--- src/rtl/b16_dbg_pkg.sv ---
// Shared constants and types for the b16 debug unit: register map, bit positions,
// breakpoint mode bits and the run-control state encoding.
package b16_dbg_pkg;

  localparam logic [4:0] IDX_CTRL    = 5'd8;
  localparam logic [4:0] IDX_STEPCNT = 5'd9;
  localparam logic [4:0] IDX_STATUS  = 5'd10;
  localparam logic [4:0] IDX_BP_BASE = 5'd16;

  localparam int CTRL_GO    = 0;
  localparam int CTRL_COUNT = 1;

  localparam int STAT_STEPDONE = 14;
  localparam int STAT_DRUN     = 15;

  localparam int BPCFG_FETCH = 0;
  localparam int BPCFG_RD    = 1;
  localparam int BPCFG_WR    = 2;
  localparam int BPCFG_K_LSB = 8;
  localparam int BPCFG_K_MSB = 11;

  typedef struct packed {
    logic wr;
    logic rd;
    logic fetch;
  } bp_mode_t;

  typedef enum logic [1:0] {
    ST_HALT = 2'd0,
    ST_RUN  = 2'd1,
    ST_STEP = 2'd2
  } run_state_t;

endpackage

--- src/rtl/b16_debug_unit_if.sv ---
// Host bus seen by the debug unit: halfword address, write data, strobes and
// combinational read data.
interface b16_dbg_host_if #(
  parameter int L = 16
) ();
  logic [L-1:1] addr;
  logic [L-1:0] wdata;
  logic         r;
  logic [1:0]   w;
  logic [L-1:0] rdata;

  modport master (output addr, output wdata, output r, output w, input rdata);
  modport slave  (input addr, input wdata, input r, input w, output rdata);
endinterface

--- src/rtl/b16_bp_match.sv ---
// One breakpoint/watchpoint comparator: mode qualification plus masked address
// compare. Purely combinational; the caller qualifies with drun.
module b16_bp_match
  import b16_dbg_pkg::*;
#(
  parameter int L = 16
) (
  input  logic [L-1:0] i_bpaddr,
  input  bp_mode_t     i_mode,
  input  logic [3:0]   i_k,
  input  logic [L-1:0] i_cpu_addr,
  input  logic         i_cpu_r,
  input  logic [1:0]   i_cpu_w,
  input  logic         i_cpu_fetch,
  output logic         o_match
);

  logic [L-1:0] w_mask;
  logic         w_mode_hit;

  always_comb begin
    // K low address bits are don't-care
    w_mask     = '1 << i_k;
    w_mode_hit = (i_mode.fetch & i_cpu_fetch & i_cpu_r)
               | (i_mode.rd & i_cpu_r & ~i_cpu_fetch)
               | (i_mode.wr & (|i_cpu_w));
    o_match    = w_mode_hit & (((i_cpu_addr ^ i_bpaddr) & w_mask) == '0);
  end

endmodule

--- src/rtl/b16_debug_unit.sv ---
// b16 debug unit: register window, breakpoint channels, step down-counter and
// run control for the core's run input.
//   state   | meaning
//   ST_HALT | core stopped (drun=0), debug port forwarding enabled
//   ST_RUN  | free running until a breakpoint hit
//   ST_STEP | running while the step down-counter is non-terminal
module b16_debug_unit
  import b16_dbg_pkg::*;
#(
  parameter int           L       = 16,
  parameter int           NBP     = 4,
  parameter logic [L-7:0] DBGADDR = 10'h3FF
) (
  input  logic            clk,
  input  logic            reset,
  b16_dbg_host_if.slave   bus,
  input  logic [L-1:0]    cpu_addr,
  input  logic            cpu_r,
  input  logic [1:0]      cpu_w,
  input  logic            cpu_fetch,
  output logic            drun,
  output logic            dr,
  output logic            dw,
  output logic [2:0]      daddr
);

  logic           w_sel, w_rd, w_wr, w_ctrl_wr, w_stat_wr, w_tc, w_expire;
  logic [4:0]     w_idx;
  logic [L-1:0]   r_stepcnt, r_cnt, w_cnt_nxt;
  logic [NBP-1:0] r_hit, w_match, w_hit, w_hit_clr;
  logic           r_stepdone;
  logic [L-1:0]   r_bpaddr [NBP];
  bp_mode_t       r_bpmode [NBP];
  logic [3:0]     r_bpk    [NBP];
  run_state_t     r_state, w_state_nxt;

  assign w_sel     = (bus.addr[L-1:6] == DBGADDR);
  assign w_idx     = bus.addr[5:1];
  assign w_rd      = w_sel & bus.r;
  assign w_wr      = w_sel & (|bus.w);
  assign w_ctrl_wr = w_wr & (w_idx == IDX_CTRL);
  assign w_stat_wr = w_wr & (w_idx == IDX_STATUS);

  assign drun  = (r_state != ST_HALT);
  assign dr    = w_rd & ~bus.addr[5] & ~bus.addr[4] & ~drun;
  assign dw    = w_wr & ~bus.addr[5] & ~bus.addr[4] & ~drun;
  assign daddr = bus.addr[3:1];

  for (genvar gi = 0; gi < NBP; gi++) begin : g_bp
    b16_bp_match #(.L(L)) u_match (
      .i_bpaddr    (r_bpaddr[gi]),
      .i_mode      (r_bpmode[gi]),
      .i_k         (r_bpk[gi]),
      .i_cpu_addr  (cpu_addr),
      .i_cpu_r     (cpu_r),
      .i_cpu_w     (cpu_w),
      .i_cpu_fetch (cpu_fetch),
      .o_match     (w_match[gi])
    );
  end

  assign w_hit     = w_match & {NBP{drun}};
  assign w_hit_clr = w_stat_wr ? bus.wdata[NBP-1:0] : '0;

  // Priority: host CTRL write, then hit / step expiry, then counting
  always_comb begin
    w_state_nxt = r_state;
    w_cnt_nxt   = '0;
    w_tc        = (r_state == ST_STEP) && (r_cnt == L'(1));
    w_expire    = w_tc && !w_ctrl_wr;
    if (w_ctrl_wr) begin
      if (!bus.wdata[CTRL_GO]) begin
        w_state_nxt = ST_HALT;
      end else if (bus.wdata[CTRL_COUNT]) begin
        w_state_nxt = ST_STEP;
        w_cnt_nxt   = (r_stepcnt == '0) ? L'(1) : r_stepcnt;
      end else begin
        w_state_nxt = ST_RUN;
      end
    end else if ((|w_hit) || w_tc) begin
      w_state_nxt = ST_HALT;
    end else if (r_state == ST_STEP) begin
      w_cnt_nxt = r_cnt - L'(1);
    end
  end

  always_ff @(posedge clk) begin
    if (reset) begin
      r_state    <= ST_RUN;
      r_cnt      <= '0;
      r_stepcnt  <= '0;
      r_hit      <= '0;
      r_stepdone <= 1'b0;
      for (int i = 0; i < NBP; i++) begin
        r_bpaddr[i] <= '1;
        r_bpmode[i] <= '0;
        r_bpk[i]    <= '0;
      end
    end else begin
      r_state    <= w_state_nxt;
      r_cnt      <= w_cnt_nxt;
      r_hit      <= (r_hit & ~w_hit_clr) | w_hit;
      r_stepdone <= (r_stepdone & ~(w_stat_wr & bus.wdata[STAT_STEPDONE])) | w_expire;
      if (w_wr && (w_idx == IDX_STEPCNT)) r_stepcnt <= bus.wdata;
      for (int i = 0; i < NBP; i++) begin
        if (w_wr && (w_idx == IDX_BP_BASE + 5'(2 * i))) begin
          r_bpaddr[i] <= bus.wdata;
        end
        if (w_wr && (w_idx == IDX_BP_BASE + 5'(2 * i + 1))) begin
          r_bpmode[i] <= bp_mode_t'(bus.wdata[BPCFG_WR:BPCFG_FETCH]);
          r_bpk[i]    <= bus.wdata[BPCFG_K_MSB:BPCFG_K_LSB];
        end
      end
    end
  end

  always_comb begin
    bus.rdata = '0;
    if (w_rd) begin
      if (w_idx == IDX_STEPCNT) begin
        bus.rdata = r_stepcnt;
      end else if (w_idx == IDX_STATUS) begin
        bus.rdata[NBP-1:0]     = r_hit;
        bus.rdata[STAT_STEPDONE] = r_stepdone;
        bus.rdata[STAT_DRUN]     = drun;
      end else begin
        for (int i = 0; i < NBP; i++) begin
          if (w_idx == IDX_BP_BASE + 5'(2 * i)) bus.rdata = r_bpaddr[i];
          if (w_idx == IDX_BP_BASE + 5'(2 * i + 1)) begin
            bus.rdata[BPCFG_WR:BPCFG_FETCH]     = r_bpmode[i];
            bus.rdata[BPCFG_K_MSB:BPCFG_K_LSB] = r_bpk[i];
          end
        end
      end
    end
  end

endmodule
--- src/flat_wrapper.sv ---
// flat-port wrapper written by rule: the top's interface ports become plain ports
module b16_debug_unit_flat import b16_dbg_pkg::*;
#(
  parameter int           L       = 16,
  parameter int           NBP     = 4,
  parameter logic [L-7:0] DBGADDR = 10'h3FF
)
  (clk, reset, cpu_addr, cpu_r, cpu_w, cpu_fetch, drun, dr, dw, daddr, bus_addr, bus_wdata, bus_r, bus_w, bus_rdata);
  b16_dbg_host_if #(.L(L)) bus_i ();
  input  logic clk;
  input  logic reset;
  input  logic [L-1:0] cpu_addr;
  input  logic cpu_r;
  input  logic [1:0] cpu_w;
  input  logic cpu_fetch;
  output logic drun;
  output logic dr;
  output logic dw;
  output logic [2:0] daddr;
  input wire logic [$bits(bus_i.addr)-1:0] bus_addr;
  input wire logic [$bits(bus_i.wdata)-1:0] bus_wdata;
  input wire logic [$bits(bus_i.r)-1:0] bus_r;
  input wire logic [$bits(bus_i.w)-1:0] bus_w;
  output wire logic [$bits(bus_i.rdata)-1:0] bus_rdata;
  assign bus_i.addr = bus_addr;
  assign bus_i.wdata = bus_wdata;
  assign bus_i.r = bus_r;
  assign bus_i.w = bus_w;
  assign bus_rdata = bus_i.rdata;
  b16_debug_unit #(.L(L), .NBP(NBP), .DBGADDR(DBGADDR)) u_core (.clk(clk), .reset(reset), .bus(bus_i), .cpu_addr(cpu_addr), .cpu_r(cpu_r), .cpu_w(cpu_w), .cpu_fetch(cpu_fetch), .drun(drun), .dr(dr), .dw(dw), .daddr(daddr));
endmodule
--- config.mk ---
export PLATFORM = sky130hd
export DESIGN_NAME = b16_debug_unit_flat
export DESIGN_NICKNAME = d
export VERILOG_FILES = /design/src/rtl/b16_dbg_pkg.sv /design/src/rtl/b16_debug_unit_if.sv /design/src/rtl/b16_bp_match.sv /design/src/rtl/b16_debug_unit.sv /design/src/flat_wrapper.sv
export SDC_FILE = /design/constraint.sdc
export NUM_CORES = 1
export LEC_CHECK = 0
export ABC_AREA = 1
export BUFFER_PORTS_ARGS = -buffer_cell sky130_fd_sc_hd__buf_2
export CORE_MARGIN = 1
export CORE_UTILIZATION = 30
export CTS_CLUSTER_DIAMETER = 30
export CTS_CLUSTER_SIZE = 24
export DETAILED_ROUTE_END_ITERATION = 12
export PLACE_DENSITY = 0.53
export SETUP_SLACK_MARGIN = 0.3
export SLEW_MARGIN = 10
export SYNTH_ARGS = -nofsm -noshare
export SYNTH_HDL_FRONTEND = slang
export SYNTH_SLANG_ARGS = --single-unit
--- constraint.sdc ---
create_clock -name clk -period 4.46 [get_ports clk]
set_input_delay 0.669 -clock clk [delete_from_list [all_inputs] [get_ports clk]]
set_output_delay 0.669 -clock clk [all_outputs]
set_load 0.005 [all_outputs]
==> insert_results.sql <==
INSERT INTO impl_metrics (metric_group, metric, value, unit) VALUES
('status', 'outcome', 'complete, no violations', ''),
('routing', 'wl_per_cell', '19.1', 'um'),
('synthesis', 'synth.area.top_cells', 'sky130_fd_sc_hd__edfxtp_1 (35%), sky130_fd_sc_hd__nand2_1 (16%), sky130_fd_sc_hd__dfxtp_1 (9.9%)', ''),
('setup_path', 'worst_path_largest_cell_delay', '0.48', 'ns'),
('setup_path', 'timing.critical_path.cells', 'buf_2 -> nor2_1 -> inv_1 -> nor2_2 -> inv_2 -> o22ai_1 -> o22ai_1 -> nand4_1 -> nand2_1 -> a21oi_1 -> buf_2', ''),
('sta', 'drv_slew', '0', ''),
('global_route', 'global_route.usage.met1', '29.3', '%'),
('synthesis', 'syn-num-nets', '1129', ''),
('clock_network', 'cts.path.max_buffers', '2', ''),
('setup_path', 'worst-setup-path-type', 'in -> out', ''),
('floorplanning', 'placement_rows', '58', ''),
('synthesis', 'dominant_register_cell_in_the_synthesized_netlist', 'sky130_fd_sc_hd__edfxtp_1', ''),
('clock_network', 'tritoncts.num_buffers', '17', ''),
('clock_network', 'cts.hold.buffers_added', '0', ''),
('clock_network', 'clk_transition_reported_paths', '0.06', 'ns'),
('floorplanning', 'floorplan.core_area', '25500', 'um2'),
('global_route', 'grt_overflow_total', '0', ''),
('sta', 'finalClockSkew', '0.0103', 'ns'),
('synthesis', 'yosysUniqueCellTypes', '38', ''),
('global_route', 'grt_pass1_vias', '7127', ''),
('setup_path', 'critical_path.max_fanout', '10', ''),
('power', 'p_per_area', '343', 'nW/um2'),
('routing', 'route.detailed.drc', '0', ''),
('sta', 'rsz_0062_raised_after_global_routing', 'no', ''),
('clock_network', 'cts_setup_buffers', '0', ''),
('final_layout', 'finish.utilization', '36.0', '%'),
('floorplanning', 'top_level_ports', '78', ''),
('routing', 'avgViaCountPerCell', '5.12', ''),
('synthesis', 'synth_area_leader_cell', 'sky130_fd_sc_hd__edfxtp_1', ''),
('final_layout', 'diodes', '0', ''),
('clock_network', 'post_cts.resized_instances', '0', ''),
('global_route', 'grt_antenna_before_repair', '0', ''),
('floorplanning', 'fp.dieArea', '26900', 'um2'),
('clock_network', 'worst_skew_pair.late_latency', '0.43', 'ns'),
('global_route', 'met2_usage_grt', '34.0', '%'),
('flow_run', 'maxCapViolations', '0', ''),
('routing', 'drt_wl_total', '28200', 'um'),
('global_route', 'grt_use_met3', '4.55', '%'),
('hold_path', 'hold_path_depth', '2', ''),
('synthesis', 'postSynth.asyncResetShare', '0', '%'),
('place', 'buffer_ports.inserted', '77', ''),
('setup_path', 'worst_ep_arrival_time', '2.75', 'ns'),
('sta', 'final_hold_viol_count', '0', ''),
('final_layout', 'final_layout_size_suffix_gt1_share', '15.1', '%'),
('floorplanning', 'die_y', '164', 'um'),
('power', 'worst_ir_drop_vdd', '0.246', 'mV'),
('sta', 'layout_min_cycle_time', '3.42', 'ns'),
('synthesis', 'synth_warnings', '0', ''),
('clock_network', 'cts_sinks', '131', ''),
('routing', 'first_pass_iters', '5', ''),
('routing', 'drt.antenna.violating_nets', '0', ''),
('setup_path', 'crit_slowest_cell', 'sky130_fd_sc_hd__nor2_2', ''),
('final_layout', 'final_nets', '1194', ''),
('synthesis', 'synthesis.area', '7880', 'um2'),
('synthesis', 'netlist.area_leader.share', '35.1', '%'),
('sta', 'worst-slew-pin-transition', '1.09', 'ns'),
('synthesis', 'synth_seq_area_share', '45.0', '%'),
('place', 'place.gp.congestion', '0.964', ''),
('setup_path', 'required', '3.79', 'ns'),
('hold_path', 'hold_path_class', 'reg -> reg', ''),
('sta', 'setup-violations-final', '0', ''),
('place', 'dp.cells', '1447', ''),
('routing', 'vias', '7573', ''),
('global_route', 'busiest_layer', 'met2', ''),
('setup_path', 'r2r.worst_path.cells', '13', ''),
('floorplanning', 'floorplan.initialDensity', '30.9', '%'),
('final_layout', 'finish.cell_count_without_fillers', '1479', ''),
('synthesis', 'synthesis.area_per_instance', '7.36', 'um2'),
('sta', 'setup-tns-final', '0', 'ns'),
('floorplanning', 'die-width', '164', 'um'),
('sta', 'final_worst_path_cycle_share', '76.6', '%');
[kinds of logic after synthesis]
kind of cell    Yosys count  share of synthesized area, %
simple gates            557                          29.6
xor+xnor                 37                          4.11
flops                   131                          45.0
fa+ha+maj                 2                         0.317
compound gates          169                          12.0
buf+inv                 175                          8.97
[cell usage after synthesis, drive strengths merged (5+ instances only)]
master and count:
nor3 8, nand4 28, edfxtp 92, nor4 5, inv 127, o22ai 10, o21ai 78, clkinv 7
clkbuf 19, a21oi 69, nor2 110, xor2 30, buf 22, xnor2 7, dfxtp 39, nand3 57
nand2 340
[power breakdown]
part	switching [uW]	internal, uW	leakage (uW)
combinational	204	88.7	0.00241
clock	605	854	0.000302
sequential	53.4	1340	0.00123
total	862	2290	0.00394
[cell usage in the layout (no fill, tap or decap), drive strengths merged]
cell type,count
and3,1
xnor2,7
nor2,110
nand4,28
clkinv,8
nor4,5
or2,4
a31oi,3
o22ai,10
and2,1
inv,137
clkbuf,19
nor3,8
o2111ai,3
nand3,57
nor2b,1
edfxtp,92
nand3b,2
a21oi,69
clkinvlp,1
dfxtp,39
o21ai,78
nand2,340
bufinv,1
xor2,30
buf,87
o211ai,4
a221oi,2
ha,2
[per-stage QoR]
step / setup WS [ns] / power, uW / cell area [um2] / hold slack [ns]
5_1_grt: 0.900 / 3250 / 9170 / 0.500
2_1_floorplan: 2.01 / 1570 / 7880 / 0.450
6_report: 1.04 / 3150 / 9170 / 0.480
3_3_place_gp: 1.07 / 1710 / 8560 / 0.461
4_1_cts: 1.09 / 3170 / 9170 / 0.480
3_5_place_dp: 1.08 / 1710 / 8560 / 0.469
[flip-flops by register name, summed over array words and instances, names as in the netlist]
register,count
u_core.r_bpaddr,64
u_core.r_bpk,16
u_core.r_cnt,16
u_core.r_stepcnt,16
u_core.r_bpmode,12
u_core.r_hit,4
u_core.r_state,2
u_core.r_stepdone,1
[worst max-delay path: cells and delay by family]
kind | cells | cell delay, ns
AND/OR/NAND/NOR | 4 | 0.76
buffers and inverters | 4 | 0.64
AO/OA/AOI/OAI | 3 | 0.66
[final cells by class]
cell class	instances	area (um2)	share of cell area (%)
repair buffers	87	460	5.02
inverters	134	503	5.49
clock buffers	19	475	5.19
multi-input cells	765	3640	39.7
clock inverters	13	134	1.46
well taps	330	413	4.51
flip-flops and latches	131	3540	38.7
[final timing paths]
| kind | to | slack (ns) | startpoint |
|---|---|---|---|
| max reg2reg | u_core.r_cnt[14] | 2.16 | u_core.r_bpk[0][9] |
| min | u_core.r_hit[3] | 0.48 | u_core.r_hit[3] |
| max | bus_rdata[11] | 1.04 | bus_addr[1] |
| min reg2reg | u_core.r_hit[3] | 0.48 | u_core.r_hit[3] |
[per-layer routing]
layer / vias to the layer above / wire, um
met1: 3516 / 12400
met3: 52 / 2310
met5: - / 0
li1: 3629 / -
met2: 376 / 12600
met4: 0 / 886
(Power assumes the default switching activity.)
